`config.mk`:
```
export PLATFORM = sky130hd
export DESIGN_NAME = conv_window_sched
export DESIGN_NICKNAME = d
export VERILOG_FILES = /design/src/rtl/conv_pkg.sv /design/src/rtl/window_counter.sv /design/src/rtl/conv_window_sched.sv
export SDC_FILE = /design/constraint.sdc
export NUM_CORES = 1
export LEC_CHECK = 0
export BUFFER_PORTS_ARGS = -buffer_cell sky130_fd_sc_hd__buf_2
export CORE_MARGIN = 4
export CORE_UTILIZATION = 26
export CTS_CLUSTER_DIAMETER = 80
export DETAILED_ROUTE_END_ITERATION = 10
export HOLD_SLACK_MARGIN = 0.02
export PLACE_DENSITY = 0.44
export SLEW_MARGIN = 20
export SYNTH_ARGS = -nofsm -noshare
export SYNTH_HDL_FRONTEND = slang
export SYNTH_SLANG_ARGS = --single-unit
```
`constraint.sdc`:
```
create_clock -name clock -period 2.3 [get_ports clock]
set_input_delay 0.115 -clock clock [delete_from_list [all_inputs] [get_ports clock]]
set_output_delay 0.115 -clock clock [all_outputs]
set_load 0.05 [all_outputs]
```
`src/rtl/conv_pkg.sv`:
```
// ---------------------------------------------------------------------------
// conv_pkg
//
// Shared definitions for the convolution window scheduler slice:
//   - conv_sched_state_t : scheduler FSM state encoding
//   - conv_out_dim()     : output feature-map edge length for a valid conv
//   - conv_idx_w()       : bit width of a row/col index into the image
//   - conv_lat_w()       : bit width of the engine latency counter
//
// No ports; imported by conv_window_sched and window_counter.
// ---------------------------------------------------------------------------
package conv_pkg;

  // Scheduler states, one per phase of a window's life cycle.
  typedef enum logic [2:0] {
    S_IDLE  = 3'd0,
    S_LOAD  = 3'd1,
    S_WAIT  = 3'd2,
    S_WRITE = 3'd3,
    S_FIN   = 3'd4
  } conv_sched_state_t;

  // Number of valid window positions along one edge (no padding, stride 1).
  function automatic int conv_out_dim(input int size, input int size_ker);
    return size - size_ker + 1;
  endfunction

  // Index width for coordinates into a size-wide image; never below one bit.
  function automatic int conv_idx_w(input int size);
    return (size > 1) ? $clog2(size) : 1;
  endfunction

  // Width of a counter that runs 0 .. lat-1; never below one bit.
  function automatic int conv_lat_w(input int lat);
    return (lat > 1) ? $clog2(lat) : 1;
  endfunction

endpackage

```
`src/rtl/window_counter.sv`:
```
// ---------------------------------------------------------------------------
// window_counter
//
// Raster-order row/col counter for window top-left positions. Column runs
// fastest; at column OUT-1 it wraps to 0 and the row advances.
//
// Parameters:
//   OUT   - number of positions per edge
//   IDX_W - width of the row/col outputs
// Ports:
//   clock  in   posedge clock
//   nreset in   asynchronous active-low reset (row = col = 0)
//   inc    in   advance one raster position
//   clear  in   return to (0,0); wins over inc
//   row    out  current row index
//   col    out  current column index
//   last   out  high when row = col = OUT-1
// ---------------------------------------------------------------------------
module window_counter
  import conv_pkg::*;
#(
  parameter int OUT   = 6,
  parameter int IDX_W = 3
) (
  input  logic             clock,
  input  logic             nreset,
  input  logic             inc,
  input  logic             clear,
  output logic [IDX_W-1:0] row,
  output logic [IDX_W-1:0] col,
  output logic             last
);

  localparam logic [IDX_W-1:0] LAST_IDX = IDX_W'(OUT - 1);

  logic [IDX_W-1:0] row_q;
  logic [IDX_W-1:0] col_q;

  // The scheduler never issues inc at the last position, so row stays
  // within 0 .. OUT-1 without an explicit saturation check.
  always_ff @(posedge clock or negedge nreset) begin
    if (!nreset) begin
      row_q <= '0;
      col_q <= '0;
    end else if (clear) begin
      row_q <= '0;
      col_q <= '0;
    end else if (inc) begin
      if (col_q == LAST_IDX) begin
        col_q <= '0;
        row_q <= row_q + 1'b1;
      end else begin
        col_q <= col_q + 1'b1;
      end
    end
  end

  assign row  = row_q;
  assign col  = col_q;
  assign last = (row_q == LAST_IDX) && (col_q == LAST_IDX);

endmodule

```
`src/rtl/conv_window_sched.sv`:
```
// ---------------------------------------------------------------------------
// conv_window_sched
//
// Raster-scan scheduler that time-shares one SIZEKer x SIZEKer conv engine
// over a SIZE x SIZE image. For each valid window it pulses win_valid,
// waits CONV_LAT cycles for the engine, captures the result and writes it
// to the output feature-map buffer with a ready/write handshake.
//
// Build option:
//   CONV_RELU_EN - when defined, negative engine results are clipped to 0
//                  as they are captured into out_data.
//
// Parameters: SIZE, SIZEKer, WIDTH_BIT, CONV_LAT (>= 1)
// Ports:
//   clock        in   posedge clock
//   nreset       in   asynchronous active-low reset
//   start        in   begin a full-image pass (honoured only when idle)
//   busy         out  high whenever the scheduler is not idle
//   done         out  one-cycle pulse after the last result is written
//   win_valid    out  engine captures window (win_row, win_col) this cycle
//   win_row/col  out  window top-left indices
//   conv_result  in   engine result, valid CONV_LAT cycles after win_valid
//   out_ready    in   output buffer can accept a write
//   out_wr_en    out  write strobe; write happens on out_wr_en && out_ready
//   out_row/col  out  output coordinate (same as window coordinate)
//   out_data     out  result to store
// ---------------------------------------------------------------------------
module conv_window_sched
  import conv_pkg::*;
#(
  parameter  int SIZE      = 8,
  parameter  int SIZEKer   = 3,
  parameter  int WIDTH_BIT = 8,
  parameter  int CONV_LAT  = 1,
  localparam int IDX_W     = conv_idx_w(SIZE)
) (
  input  logic                        clock,
  input  logic                        nreset,
  input  logic                        start,
  output logic                        busy,
  output logic                        done,
  output logic                        win_valid,
  output logic [IDX_W-1:0]            win_row,
  output logic [IDX_W-1:0]            win_col,
  input  logic signed [WIDTH_BIT-1:0] conv_result,
  input  logic                        out_ready,
  output logic                        out_wr_en,
  output logic [IDX_W-1:0]            out_row,
  output logic [IDX_W-1:0]            out_col,
  output logic signed [WIDTH_BIT-1:0] out_data
);

  localparam int               OUT      = conv_out_dim(SIZE, SIZEKer);
  localparam int               LAT_W    = conv_lat_w(CONV_LAT);
  localparam logic [LAT_W-1:0] LAT_LAST = LAT_W'(CONV_LAT - 1);

  conv_sched_state_t           state_q;
  logic [LAT_W-1:0]            lat_q;
  logic                        busy_q;
  logic                        done_q;
  logic                        win_valid_q;
  logic                        out_wr_en_q;
  logic signed [WIDTH_BIT-1:0] out_data_q;
  logic signed [WIDTH_BIT-1:0] out_data_d;

  logic                        cnt_inc;
  logic                        cnt_clear;
  logic                        cnt_last;
  logic [IDX_W-1:0]            cnt_row;
  logic [IDX_W-1:0]            cnt_col;

  // The counter moves only on an accepted non-final write, so the position
  // it holds is the one being loaded, waited on and written.
  assign cnt_clear = (state_q == S_IDLE) && start;
  assign cnt_inc   = (state_q == S_WRITE) && out_ready && !cnt_last;

  window_counter #(
    .OUT   (OUT),
    .IDX_W (IDX_W)
  ) u_window_counter (
    .clock  (clock),
    .nreset (nreset),
    .inc    (cnt_inc),
    .clear  (cnt_clear),
    .row    (cnt_row),
    .col    (cnt_col),
    .last   (cnt_last)
  );

  // Value captured at the end of WAIT.
`ifdef CONV_RELU_EN
  assign out_data_d = conv_result[WIDTH_BIT-1] ? '0 : conv_result;
`else
  assign out_data_d = conv_result;
`endif

  // Scheduler FSM. Strobes are registered and raised on the edge that
  // enters their state, so win_valid coincides with LOAD, out_wr_en with
  // WRITE and done with FIN.
  always_ff @(posedge clock or negedge nreset) begin
    if (!nreset) begin
      state_q     <= S_IDLE;
      lat_q       <= '0;
      busy_q      <= 1'b0;
      done_q      <= 1'b0;
      win_valid_q <= 1'b0;
      out_wr_en_q <= 1'b0;
      out_data_q  <= '0;
    end else begin
      done_q      <= 1'b0;
      win_valid_q <= 1'b0;
      case (state_q)
        S_IDLE: begin
          if (start) begin
            state_q     <= S_LOAD;
            busy_q      <= 1'b1;
            win_valid_q <= 1'b1;
          end
        end
        S_LOAD: begin
          state_q <= S_WAIT;
          lat_q   <= '0;
        end
        S_WAIT: begin
          if (lat_q == LAT_LAST) begin
            state_q     <= S_WRITE;
            out_data_q  <= out_data_d;
            out_wr_en_q <= 1'b1;
          end else begin
            lat_q <= lat_q + 1'b1;
          end
        end
        S_WRITE: begin
          // Backpressure simply holds this state; the engine is not relaunched.
          if (out_ready) begin
            out_wr_en_q <= 1'b0;
            if (cnt_last) begin
              state_q <= S_FIN;
              done_q  <= 1'b1;
            end else begin
              state_q     <= S_LOAD;
              win_valid_q <= 1'b1;
            end
          end
        end
        S_FIN: begin
          state_q <= S_IDLE;
          busy_q  <= 1'b0;
        end
        default: begin
          state_q     <= S_IDLE;
          busy_q      <= 1'b0;
          out_wr_en_q <= 1'b0;
        end
      endcase
    end
  end

  assign busy      = busy_q;
  assign done      = done_q;
  assign win_valid = win_valid_q;
  assign win_row   = cnt_row;
  assign win_col   = cnt_col;
  assign out_wr_en = out_wr_en_q;
  assign out_row   = cnt_row;
  assign out_col   = cnt_col;
  assign out_data  = out_data_q;

endmodule

```
==> results by stage, run 1 <==
Place:
- Buffers placed on the I/O ports in this run total 35.
- The congestion estimate from routability-driven global placement came to just over 0.7.
- The HPWL after detailed placement is 1540 µm.
- The post-place setup slack is 0.815 ns.
- The placement-stage cell area is between 1000 and 1500 µm².
- Including well taps, the total number of placed cells is 160.

Worst setup path:
- The kind of end point of the critical path is a register.
- The startpoint class of the critical path is a register.
- The critical path starts at state_q[1]$_DFFE_PN0P_.
- The gate family responsible for the most delay along the worst path is flip-flops.
- The longest individual stage delay on the worst path is ~0.54 ns.
- The critical path in this run is classified as reg -> reg.
- Data arrives at the worst endpoint at 1.63 ns.
- The critical path contains buffers and inverters numbering 0 combined.
- Walking the worst path, the cells encountered are and3_1 -> mux2_2.
- On the critical path, the stage with the largest delay is an instance of sky130_fd_sc_hd__dfrtp_1.
- At the worst endpoint, the required time is 2.45 ns.
- The biggest fanout along the worst timing path is 9.
- The startpoint of the worst register-to-register path is state_q[1]$_DFFE_PN0P_.

STA:
- The final setup violation count is 0.
- The remaining max-slew budget at the tightest pin is 0.691.
- Once routing completed, OpenROAD measured the worst setup slack at 0.821 ns.
- After routing, the total negative slack on setup checks comes to 0 ns.
- The achievable frequency is 0.676 GHz.
- Counting I/O delays and the setup requirement, the final critical path takes ~1.5 ns.
- The number of hold violations in the final report was 0.
- Across the routed clock network, the largest skew measured is 0.00173 ns.
- At the pin with the least slew margin, the transition time is 0.464 ns.
- Of the available clock period, the critical path in the final layout requires 0.643.
- Setup repair after global routing left no endpoint under its margin.
- The max-slew violation total from the final report is 0.

Status:
- The flow ran to the end, and the final reports show no timing, DRC or antenna violations.

Synthesis:
- The most area-hungry cell type in the Yosys netlist is sky130_fd_sc_hd__dfrtp_1.
- The total nets after synthesis is 100.
- Counting instances in the post-synthesis netlist gives the leading cell types as sky130_fd_sc_hd__dfrtp_1, sky130_fd_sc_hd__buf_4, sky130_fd_sc_hd__mux2_2, sky130_fd_sc_hd__nand2_1, sky130_fd_sc_hd__inv_1.
- The warning count from the yosys run is 0.
- The most used standard cell by instance count after synthesis is sky130_fd_sc_hd__dfrtp_1.
- By area the synthesized netlist is led by sky130_fd_sc_hd__dfrtp_1, sky130_fd_sc_hd__mux2_2, sky130_fd_sc_hd__buf_4.
- The post-synthesis register bit count is 21.
- Synthesis produced a netlist whose cell count is 86.
- The per-instance average area after synthesis is about 12 µm².
- The number of enable-type register cells in the synthesized netlist is 0.
- The most used flip-flop cell after synthesis is sky130_fd_sc_hd__dfrtp_1.
- The unique cell type count in the Yosys netlist is 26.
- Of the synthesized area, sequential elements account for 0.513.
- The share of Yosys cell area claimed by the top area cell type is 0.513.
- The combined area of all synthesized cells is 1020 µm².
- The post-synthesis async set-or-reset flop share is 1.00.

Die:
- The die extent in y is 70.7 µm.
- The initial core utilization is 0.273.
- The die area is approximately 5000 µm².
- The initialized floorplan defines 22 standard-cell rows.
- The floorplan step defined a core boundary enclosing 3740 µm².
- The width of the chip is 70.7 µm.
- Pin placement for this block handled 36 I/O pins.

Finish:
- After the last flow step, the layout net total stands at 132.
- The number of antenna diodes is 0.
- The area added between synthesis and finish is 21.0%.
- The summed area of non-filler cells in the final layout is 1240 µm².
- The final cell count without fillers is 165.
- Registers take approximately 530 µm².
- In the final layout, the share of cells above drive strength 1 is 0.427.
- The number of fill cells is 405.
- The multi-input combinational cell area is 400 µm².

Routing:
- The detailed-router iteration count before antenna repair is 4.
- The number of DRC violations after detailed-routing iteration 0 is 55.
- After detailed routing, the average wire length per cell comes to around 12 µm.
- After detailed routing, the total wire length is 2000 µm.
- In this run the remaining antenna-violating nets after routing total 0.
- The detailed-route DRC error count is 0.
- The total number of vias is 732.
- Using the TritonRoute via totals, the vias-per-cell ratio works out to 4.44.

Min path:
- The startpoint identified for the worst hold timing path is conv_result[1].
- The class of the tightest hold or removal check is in -> reg.

Pwr:
- The maximum vdd ir drop is 0.000447 V.
- In this run the power density over the cells is 1530 nW/µm².
- Summed over all cells, the static leakage comes to 0.631 nW.
- After layout, the design draws a total of 1.90 mW.

Flow run:
- The max capacitance violation total is 0.

GRT:
- The global-route usage over all layers is 0.0858.
- The number of antenna violations at the first check in global routing came to 0.
- Entering global routing, the biggest net connects 22 pins.
- The number of global-route vias before repair is just over 700.
- The wire length of the first global-routing pass is 3410 µm.
- Summed over all layers, the global routing overflow is 0.

Clocking:
- The clock buffer count from CTS is 3.
- TritonCTS built the clock tree.
- The total number of clock tree sinks is 21.
- The clock input transition at the sequential cells of the worst setup and hold paths is around 0.070 ns.
- The number of gates resized after CTS is 0.
- The buffer count from post-CTS setup fixing is 0.
- The cell sitting at the root of the clock tree is a sky130_fd_sc_hd__clkbuf_8.
- The clock network latency to the later pin of the worst-skew pair is 0.26 ns.
- Counting along the longest clock path gives a buffer depth of 2.
- CTS built an H-tree with a depth of 1.
placed cells by master, fill, tap and decap left out, types with 2 or more instances in the layout:
cell type and instances:
sky130_fd_sc_hd__nand2_1 7, sky130_fd_sc_hd__mux2i_1 4, sky130_fd_sc_hd__a311oi_1 2, sky130_fd_sc_hd__ha_1 2, sky130_fd_sc_hd__o21ai_0 5, sky130_fd_sc_hd__buf_2 35, sky130_fd_sc_hd__and3_1 3, sky130_fd_sc_hd__nand3_1 3
sky130_fd_sc_hd__and2_1 2, sky130_fd_sc_hd__inv_1 6, sky130_fd_sc_hd__dfrtp_1 21, sky130_fd_sc_hd__a31oi_1 2, sky130_fd_sc_hd__o22ai_1 2, sky130_fd_sc_hd__clkbuf_8 3, sky130_fd_sc_hd__mux2_2 7
path summary, 6_finish.rpt:
check | slack [ns] | endpoint | cells past startpoint
max | 0.82 | out_data[4]$_DFFE_PN0P_ | 2
min | 0.08 | out_data[1]$_DFFE_PN0P_ | 2
max reg2reg | 0.82 | out_data[4]$_DFFE_PN0P_ | 2
min reg2reg | 0.51 | out_data[2]$_DFFE_PN0P_ | 1
max in group asynchronous | 1.65 | win_valid$_DFF_PN0_ | 2
min in group asynchronous | 0.33 | out_data[1]$_DFFE_PN0P_ | 2
registers in the layout, indices dropped and copies added, names as in the netlist:
| register | cells |
|---|---|
| busy | 1 |
| u_window_counter.row | 3 |
| state_q | 3 |
| done | 1 |
| out_data | 8 |
| u_window_counter.col | 3 |
| win_valid | 1 |
| out_wr_en | 1 |
power breakdown:
part	internal [mW]	leakage, nW	total [mW]	switching (mW)
sequential	0.506	0.255	0.626	0.120
combinational	0.288	0.353	1.03	0.740
clock	0.123	0.0228	0.242	0.118
worst register-to-register path, delay by kind of cell (launching register included):
| kind | cells | cell delay (ns) |
|---|---|---|
| simple gates | 1 | 0.45 |
| mux | 1 | 0.39 |
| flops | 1 | 0.54 |
repair_timing:
action | 4_1_cts | 5_1_grt
hold endpoints to repair | 21 | 0
endpoints found under the setup margin | 0 | 0
hold buffers | 1 | 0
per-stage QoR:
stage / util / hold WS, ns
global route: 0.331 / 0.0766
CTS: 0.331 / 0.0783
global placement: 0.316 / 0.104
floorplan: - / -0.181
finish: 0.331 / 0.0837
detailed placement: 0.316 / 0.107
cell families (layout without fill, tap and decap cells):
family | Yosys count | count (layout) | synth area share
compound gates | 14 | 14 | 0.0868
fa+ha+maj | 2 | 2 | 0.0244
buf+inv | 15 | 46 | 0.0954
flops | 21 | 21 | 0.513
mux | 12 | 12 | 0.131
simple gates | 22 | 22 | 0.149
layout make-up:
type / count / area share
sequential: 21 / 0.424
timing repair buffer: 36 / 0.149
inverter: 6 / 0.0182
clock buffer: 4 / 0.0364
multi-input combinational: 50 / 0.323
tap: 48 / 0.0485
per-layer routing:
metal / vias up / track usage / wire length (µm)
li1: 355 / - / -
met1: 342 / 0.112 / 912
met2: 31 / 0.124 / 850
met3: 4 / 0.0327 / 194
met4: 0 / 0.0438 / 37
met5: - / 0 / 0
Power figures use the tool's default switching activity.
==> run 2: changes to the inputs <==
Settings changed: PLACE_DENSITY 0.44 to 0.46.
Clock period 2.3 ns to 1.35 ns, I/O delays scaled along.
==> results by stage, run 2 (synthesis gave the netlist of run 1 again) <==
Finish:
- The number of antenna diodes is 0 (unchanged).
- The area added between synthesis and finish is 40.2%.
- The number of nets in the layout is 147 (+11%).
- The leading cell type in the layout, fill and taps excluded is sky130_fd_sc_hd__buf_2.
- The number of flip-flops under the largest register name is 8 (unchanged).
- The share of layout cells above drive strength 1 is 0.621 (+0.194).
- In the layout the commonest cells are sky130_fd_sc_hd__buf_2, sky130_fd_sc_hd__dfrtp_1, sky130_fd_sc_hd__buf_4, sky130_fd_sc_hd__mux2_4, sky130_fd_sc_hd__dfrtp_2.

GRT:
- The number of antenna violations at the first check in global routing is 0 (unchanged).
- The global-route usage over all layers is 0.0891 (+0.00330).
- The wire length of the first global-routing pass is 3620 µm (+6.3%).
- The maximum number of pins on one net before global-route repair is 22 (unchanged).
- The number of global-route vias before repair is 783 (+9.5%).
- The global route total overflow is 0 (unchanged).

Clocking:
- The tree is rooted in a sky130_fd_sc_hd__clkbuf_8.
- The maximum root-to-sink buffer count is 2 (unchanged).
- The clock tree from TritonCTS is done.
- The clock input transition at the sequential cells of the worst setup and hold paths was 0.07 ns (about the same).
- The clock buffer count from CTS is 3 (unchanged).
- The clock network latency to the later pin of the worst-skew pair is 0.25 ns (about the same).
- The total number of clock tree sinks came to 21 (unchanged).
- The H-tree depth is 1 (unchanged).

STA:
- The final setup violation count was 5 (+5).
- The actual slew at the worst max-slew pin is 0.477 ns (+0.0129 ns).
- The achievable frequency is 0.718 GHz (+6.2%).
- The final worst slack is -0.0426 ns (-0.864 ns).
- The max-slew violation total from the final report is 0 (unchanged).
- The remaining max-slew budget at the tightest pin is 0.682 (-0.00862).
- The worst hold slack after final layout is 0.0448 ns (-0.0388 ns).
- The ratio of final minimum period to clock period is 1.03 (+0.389).
- Setup repair after global routing could not meet its margin everywhere.
- The minimum clock period is 1.39 ns (-0.0862 ns).
- The number of hold violations in the final report was 0 (unchanged).
- The worst clock skew is 0.00207 ns (+0.000340 ns).

Status:
- The run finished, with violations left.
- The checks that failed: setup timing.

Routing:
- The number of nets with antenna violations after detailed routing is 0 (unchanged).
- The via count normalized by instance count came to 4.46 (+0.43%).
- The detailed-router iteration count before antenna repair is 3 (-1).
- The number of DRC violations after detailed-routing iteration 0 is 33 (-40%).
- The wire length reported by the detailed router is 2330 µm (+17%).
- The detailed-route wire length per cell is 12.9 µm (+7.0%).
- The total number of vias is 802 (+9.6%).
- The detailed-route DRC error count is 0 (unchanged).

Flow run:
- The max capacitance violation total is 0 (unchanged).

Pwr:
- The relative contribution of the clock network to total power is 0.111 (-0.016).
- The internal portion of total power is 1.84 mW (+100%).
- The static leakage is 0.723 nW (+15%).
- The total power divided by cell area is 2510 nW/µm² (+64%).
- The net switching share of the total power is 0.490 (-0.0262).
- The maximum vdd ir drop was 0.00107 V (+140%).
- The reported net switching power is 1.77 mW (+81%).
- The part of the total power dissipated in combinational logic was 0.594 (+0.052).
- The power share of the sequential group is 0.294 (-0.036).

Place:
- The post-place setup slack is -0.0476 ns (-0.862 ns).
- The final estimated routing congestion in global placement is 0.819 (+15%).
- The number of buffers inserted by port buffering was 35 (unchanged).
- The HPWL after detailed placement was 1640 µm (+6.8%).

Worst setup path:
- The longest individual stage delay on the worst path came to 0.58 ns (+0.04 ns).
- The arrival time at the worst endpoint was 1.53 ns (-0.10 ns).
- The gate family responsible for the most delay along the worst path is simple AND/OR/NAND/NOR gates.
- The number of buffer and inverter instances along the worst setup path is 1 (+1).
- STA classifies the critical path endpoint as a register.
- The signal on the critical path passes through or4b_4 -> buf_6 -> a21boi_1.
- The critical path start-end classification is reg -> reg.
- The startpoint class of the critical path is a register.
- The biggest fanout along the worst timing path came to 5 (-4).
- The required time of the critical path is 1.49 ns (-0.96 ns).
- Among all stages on the critical path, the largest delay is contributed by sky130_fd_sc_hd__or4b_4.

Die:
- The total number of placement rows is 22 (unchanged).
- The die area is 5000 µm² (unchanged).
- The core area is 3740 µm² (unchanged).
- The count of boundary I/O pins came to 36 (unchanged).
- The width of the chip is 70.7 µm (unchanged).
- The die extent in y is 70.7 µm (unchanged).
- The initial core utilization is 0.273 (unchanged).

Min path:
- The class of the tightest hold or removal check is in -> reg.
-- run 2: worst paths after layout --
kind                                          from                             endpoint  slack [ns]  depth (start not counted)
min in group asynchronous                   nreset              out_data[0]$_DFFE_PN0P_        0.30                          2
max in group asynchronous                   nreset  u_window_counter.col[1]$_DFFE_PN0P_        0.70                          2
setup / recovery            state_q[2]$_DFFE_PN0P_  u_window_counter.col[1]$_DFFE_PN0P_       -0.04                          3
hold / removal                      conv_result[7]              out_data[7]$_DFFE_PN0P_        0.04                          2
hold reg to reg            out_data[2]$_DFFE_PN0P_              out_data[2]$_DFFE_PN0P_        0.51                          1
setup reg to reg            state_q[2]$_DFFE_PN0P_  u_window_counter.col[1]$_DFFE_PN0P_       -0.04                          3
-- run 2: what timing repair did --
item / 4_1_cts / 5_1_grt
hold endpoints to repair: 21 / 0
setup endpoints to repair: 3 / 16
hold buffers: 1 / 0
gates resized for setup: 6 / 14
setup buffers: 5 / 2
pin swaps: 1 / 3
-- run 2: cell type report --
type	count	area [µm²]
clock buffer	3	41.3
clock inverter	1	5.00
fill	384	2310
inverter	6	22.5
multi-input combinational	50	468
sequential	21	533
tap	48	60.1
timing repair buffer	51	305
-- run 2: routing by layer --
| metal | track usage | part of all wire |
|---|---|---|
| met1 | 0.109 | 0.46 |
| met4 | 0.0125 | 0.0026 |
| met2 | 0.142 | 0.44 |
| met3 | 0.0483 | 0.10 |
| met5 | 0 | 0 |
-- run 2: power groups by stage --
stage	clock network [mW]	registers (mW)	logic, mW
2_1_floorplan	0	1.77	0.825
3_3_place_gp	0	1.05	1.96
3_5_place_dp	0	1.06	1.96
4_1_cts	0.430	1.05	2.05
5_1_grt	0.453	1.09	2.26
6_report	0.401	1.06	2.14
-- run 2: per-stage QoR --
stage / setup TNS, ns / total power, mW / util / cells / instance area [µm²]
floorplan: -0.0131 / 2.60 / - / 86 / 1040
detailed placement: -0.0476 / 3.03 / 0.340 / 169 / 1270
global placement: -0.0197 / 3.01 / 0.340 / 169 / 1270
global route: -0.389 / 3.80 / 0.383 / 180 / 1440
finish: -0.158 / 3.60 / 0.383 / 180 / 1440
CTS: -0.102 / 3.53 / 0.371 / 179 / 1390
==> run 3: changes to the inputs <==
Settings changed: PLACE_DENSITY 0.46 to 0.44.
Clock period 1.35 ns to 1.7 ns, I/O delays scaled along.
==> results by stage, run 3 (synthesis gave the netlist of run 1 again) <==
Status:
- The run finished with clean final reports.

Clocking:
- The H-tree depth was 1 (unchanged).
- TritonCTS built the clock tree.
- The clock input transition at the sequential cells of the worst setup and hold paths is 0.07 ns (about the same).
- The total number of clock tree sinks is 21 (unchanged).
- The cell at the root of the clock tree is sky130_fd_sc_hd__clkbuf_8.
- The clock network latency to the later pin of the worst-skew pair came to 0.25 ns (about the same).
- The clock buffer count from CTS was 3 (unchanged).
- The buffer count from post-CTS setup fixing came to 0 (-5).
- The maximum root-to-sink buffer count was 2 (unchanged).

Worst setup path:
- The kind of end point of the critical path is a register.
- For this design, the slowest cell found on the critical path is sky130_fd_sc_hd__or4b_4.
- The arrival time at the worst endpoint is 1.59 ns (+0.06 ns).
- The biggest fanout along the worst timing path is 11 (+6).
- The longest individual stage delay on the worst path came to 0.63 ns (+0.05 ns).
- The critical path start-end classification is reg -> reg.
- The startpoint class of the critical path is a register.
- The number of buffer and inverter instances along the worst setup path is 0 (-1).
- The required time of the critical path is 1.84 ns (+0.35 ns).
- The gate family responsible for the most delay along the worst path is simple AND/OR/NAND/NOR gates.
- Traced cell by cell, the critical path runs through or4b_4 -> or2b_1 -> mux2i_1.

Finish:
- The library cells used most frequently in the layout, excluding fill and tap cells, are sky130_fd_sc_hd__buf_2, sky130_fd_sc_hd__dfrtp_1, sky130_fd_sc_hd__mux2_2, sky130_fd_sc_hd__nand2_1, sky130_fd_sc_hd__inv_1.
- The number of flip-flops under the largest register name is 8 (unchanged).
- Compared with the post-synthesis result, the final layout area differs by 21.8%.
- The multi-input combinational cell area was 400 µm² (-14%).
- The number of fill cells is 396 (+3.1%).
- The sequential cell area is 526 µm² (-1.4%).
- Leaving out fill and tap cells, the most frequent cell in the layout is sky130_fd_sc_hd__buf_2.
- The number of antenna diodes is 0 (unchanged).
- The share of layout cells above drive strength 1 was 0.432 (-0.189).
- The final cell count without fillers came to 166 (-7.8%).
- The number of nets in the layout was 133 (-9.5%).

Die:
- The core area is 3740 µm² (unchanged).
- The die area is 5000 µm² (unchanged).
- The count of boundary I/O pins is 36 (unchanged).
- The die extent in y was 70.7 µm (unchanged).
- The width of the chip is 70.7 µm (unchanged).
- The total number of placement rows is 22 (unchanged).
- The initial core utilization is 0.273 (unchanged).

GRT:
- The global route total overflow was 0 (unchanged).
- The wire length of the first global-routing pass is 3360 µm (-7.2%).
- The maximum number of pins on one net before global-route repair is 22 (unchanged).
- The number of antenna violations at the first check in global routing is 0 (unchanged).
- The global-route usage over all layers was 0.0825 (-0.00659).
- The number of global-route vias before repair is 707 (-9.7%).

Routing:
- The wire length reported by the detailed router is 2050 µm (-12%).
- The detailed-router iteration count before antenna repair came to 5 (+2).
- The detailed-route DRC error count is 0 (unchanged).
- The total number of vias is 719 (-10%).
- The number of DRC violations after detailed-routing iteration 0 is 28 (-15%).
- The detailed-route wire length per cell came to 12.4 µm (-4.5%).
- The via count normalized by instance count is 4.33 (-2.8%).
- The number of nets with antenna violations after detailed routing is 0 (unchanged).

Pwr:
- The internal portion of total power is 1.25 mW (-32%).
- The maximum vdd ir drop came to 0.000589 V (-45%).
- The power share of the sequential group is 0.328 (+0.034).
- The part of the total power dissipated in combinational logic came to 0.549 (-0.045).
- The reported net switching power is 1.32 mW (-25%).
- The total power divided by cell area is 2070 nW/µm² (-18%).
- The relative contribution of the clock network to total power is 0.123 (+0.012).
- The net switching share of the total power is 0.513 (+0.0232).
- The static leakage came to 0.635 nW (-12%).

Flow run:
- The max capacitance violation total is 0 (unchanged).

Place:
- The number of buffers inserted by port buffering is 35 (unchanged).
- The cell count after placement is 161 (-4.7%).
- The HPWL after detailed placement was 1540 µm (-6.4%).
- The post-place setup slack is 0.233 ns (+0.281 ns).
- The final estimated routing congestion in global placement was 0.698 (-15%).

STA:
- Setup repair after global routing left no endpoint under its margin.
- The minimum clock period is 1.46 ns (+0.0628 ns).
- The worst hold slack after final layout came to 0.0603 ns (+0.0154 ns).
- The number of hold violations in the final report is 0 (unchanged).
- The achievable frequency is 0.687 GHz (-4.3%).
- The remaining max-slew budget at the tightest pin is 0.669 (-0.0125).
- The aggregate negative setup slack came to 0 ns (+0.158 ns).
- The worst clock skew is 0.00172 ns (-0.000347 ns).
- The max-slew violation total from the final report came to 0 (unchanged).
- The final worst slack is 0.245 ns (+0.287 ns).
- The actual slew at the worst max-slew pin came to 0.496 ns (+0.0188 ns).
- The ratio of final minimum period to clock period came to 0.856 (-0.175).
- The final setup violation count is 0 (-5).

Min path:
- The min-delay analysis places its worst path in the category in -> reg.
-- run 3: cell types whose count changed in the layout (fill, tap and decap cells not counted), moves of 2 or more --
cell | before | now
sky130_fd_sc_hd__and3_4 | 3 | 0
sky130_fd_sc_hd__nand2_1 | 5 | 7
sky130_fd_sc_hd__dfrtp_2 | 6 | 0
sky130_fd_sc_hd__mux2_4 | 8 | 1
sky130_fd_sc_hd__buf_4 | 13 | 1
sky130_fd_sc_hd__mux2_2 | 0 | 7
sky130_fd_sc_hd__dfrtp_1 | 15 | 21
sky130_fd_sc_hd__buf_6 | 2 | 0
sky130_fd_sc_hd__and3_1 | 0 | 3
-- run 3: path summary, 6_finish.rpt --
check	from	end	slack [ns]	depth (start not counted)
max in group asynchronous	nreset	out_data[2]$_DFFE_PN0P_	1.04	2
worst max-delay path	state_q[0]$_DFFE_PN0P_	u_window_counter.row[0]$_DFFE_PN0P_	0.24	3
min in group asynchronous	nreset	out_data[0]$_DFFE_PN0P_	0.32	2
worst min-delay path	conv_result[1]	out_data[1]$_DFFE_PN0P_	0.06	2
worst min register to register	out_data[7]$_DFFE_PN0P_	out_data[7]$_DFFE_PN0P_	0.51	1
worst max register to register	state_q[0]$_DFFE_PN0P_	u_window_counter.row[0]$_DFFE_PN0P_	0.24	3
-- run 3: area by class of cell --
cell class                 count  area share
clock buffer                   4      0.0361
sequential                    21       0.422
tap                           48      0.0482
inverter                       6      0.0181
multi-input combinational     50       0.321
timing repair buffer          37       0.155
-- run 3: metal layers --
| metal | up-vias | part of all wire | track usage |
|---|---|---|---|
| met3 | 2 | 0.091 | 0.0227 |
| met2 | 27 | 0.43 | 0.123 |
| met5 | - | 0 | 0 |
| li1 | 360 | - | - |
| met1 | 330 | 0.47 | 0.114 |
| met4 | 0 | 0.0063 | 0.0313 |
-- run 3: stage by stage --
step | utilization | power, mW | area, µm²
after floorplan | - | 2.04 | 1020
after global placement | 0.318 | 2.27 | 1190
after detailed placement | 0.318 | 2.28 | 1190
after CTS | 0.333 | 2.61 | 1250
after global routing | 0.333 | 2.74 | 1250
final | 0.333 | 2.57 | 1250
-- run 3: what timing repair did --
item,4_1_cts,5_1_grt
resized for setup,0,0
hold buffers,1,0
setup endpoints to repair,0,0
endpoints found under the hold margin,21,0
-- run 3: power groups by stage --
stage / Combinational [mW] / Sequential (mW) / Clock (mW)
detailed placement: 1.43 / 0.852 / 0
finish: 1.41 / 0.844 / 0.318
global placement: 1.42 / 0.844 / 0
CTS: 1.43 / 0.846 / 0.337
global route: 1.50 / 0.882 / 0.358
floorplan: 0.646 / 1.40 / 0
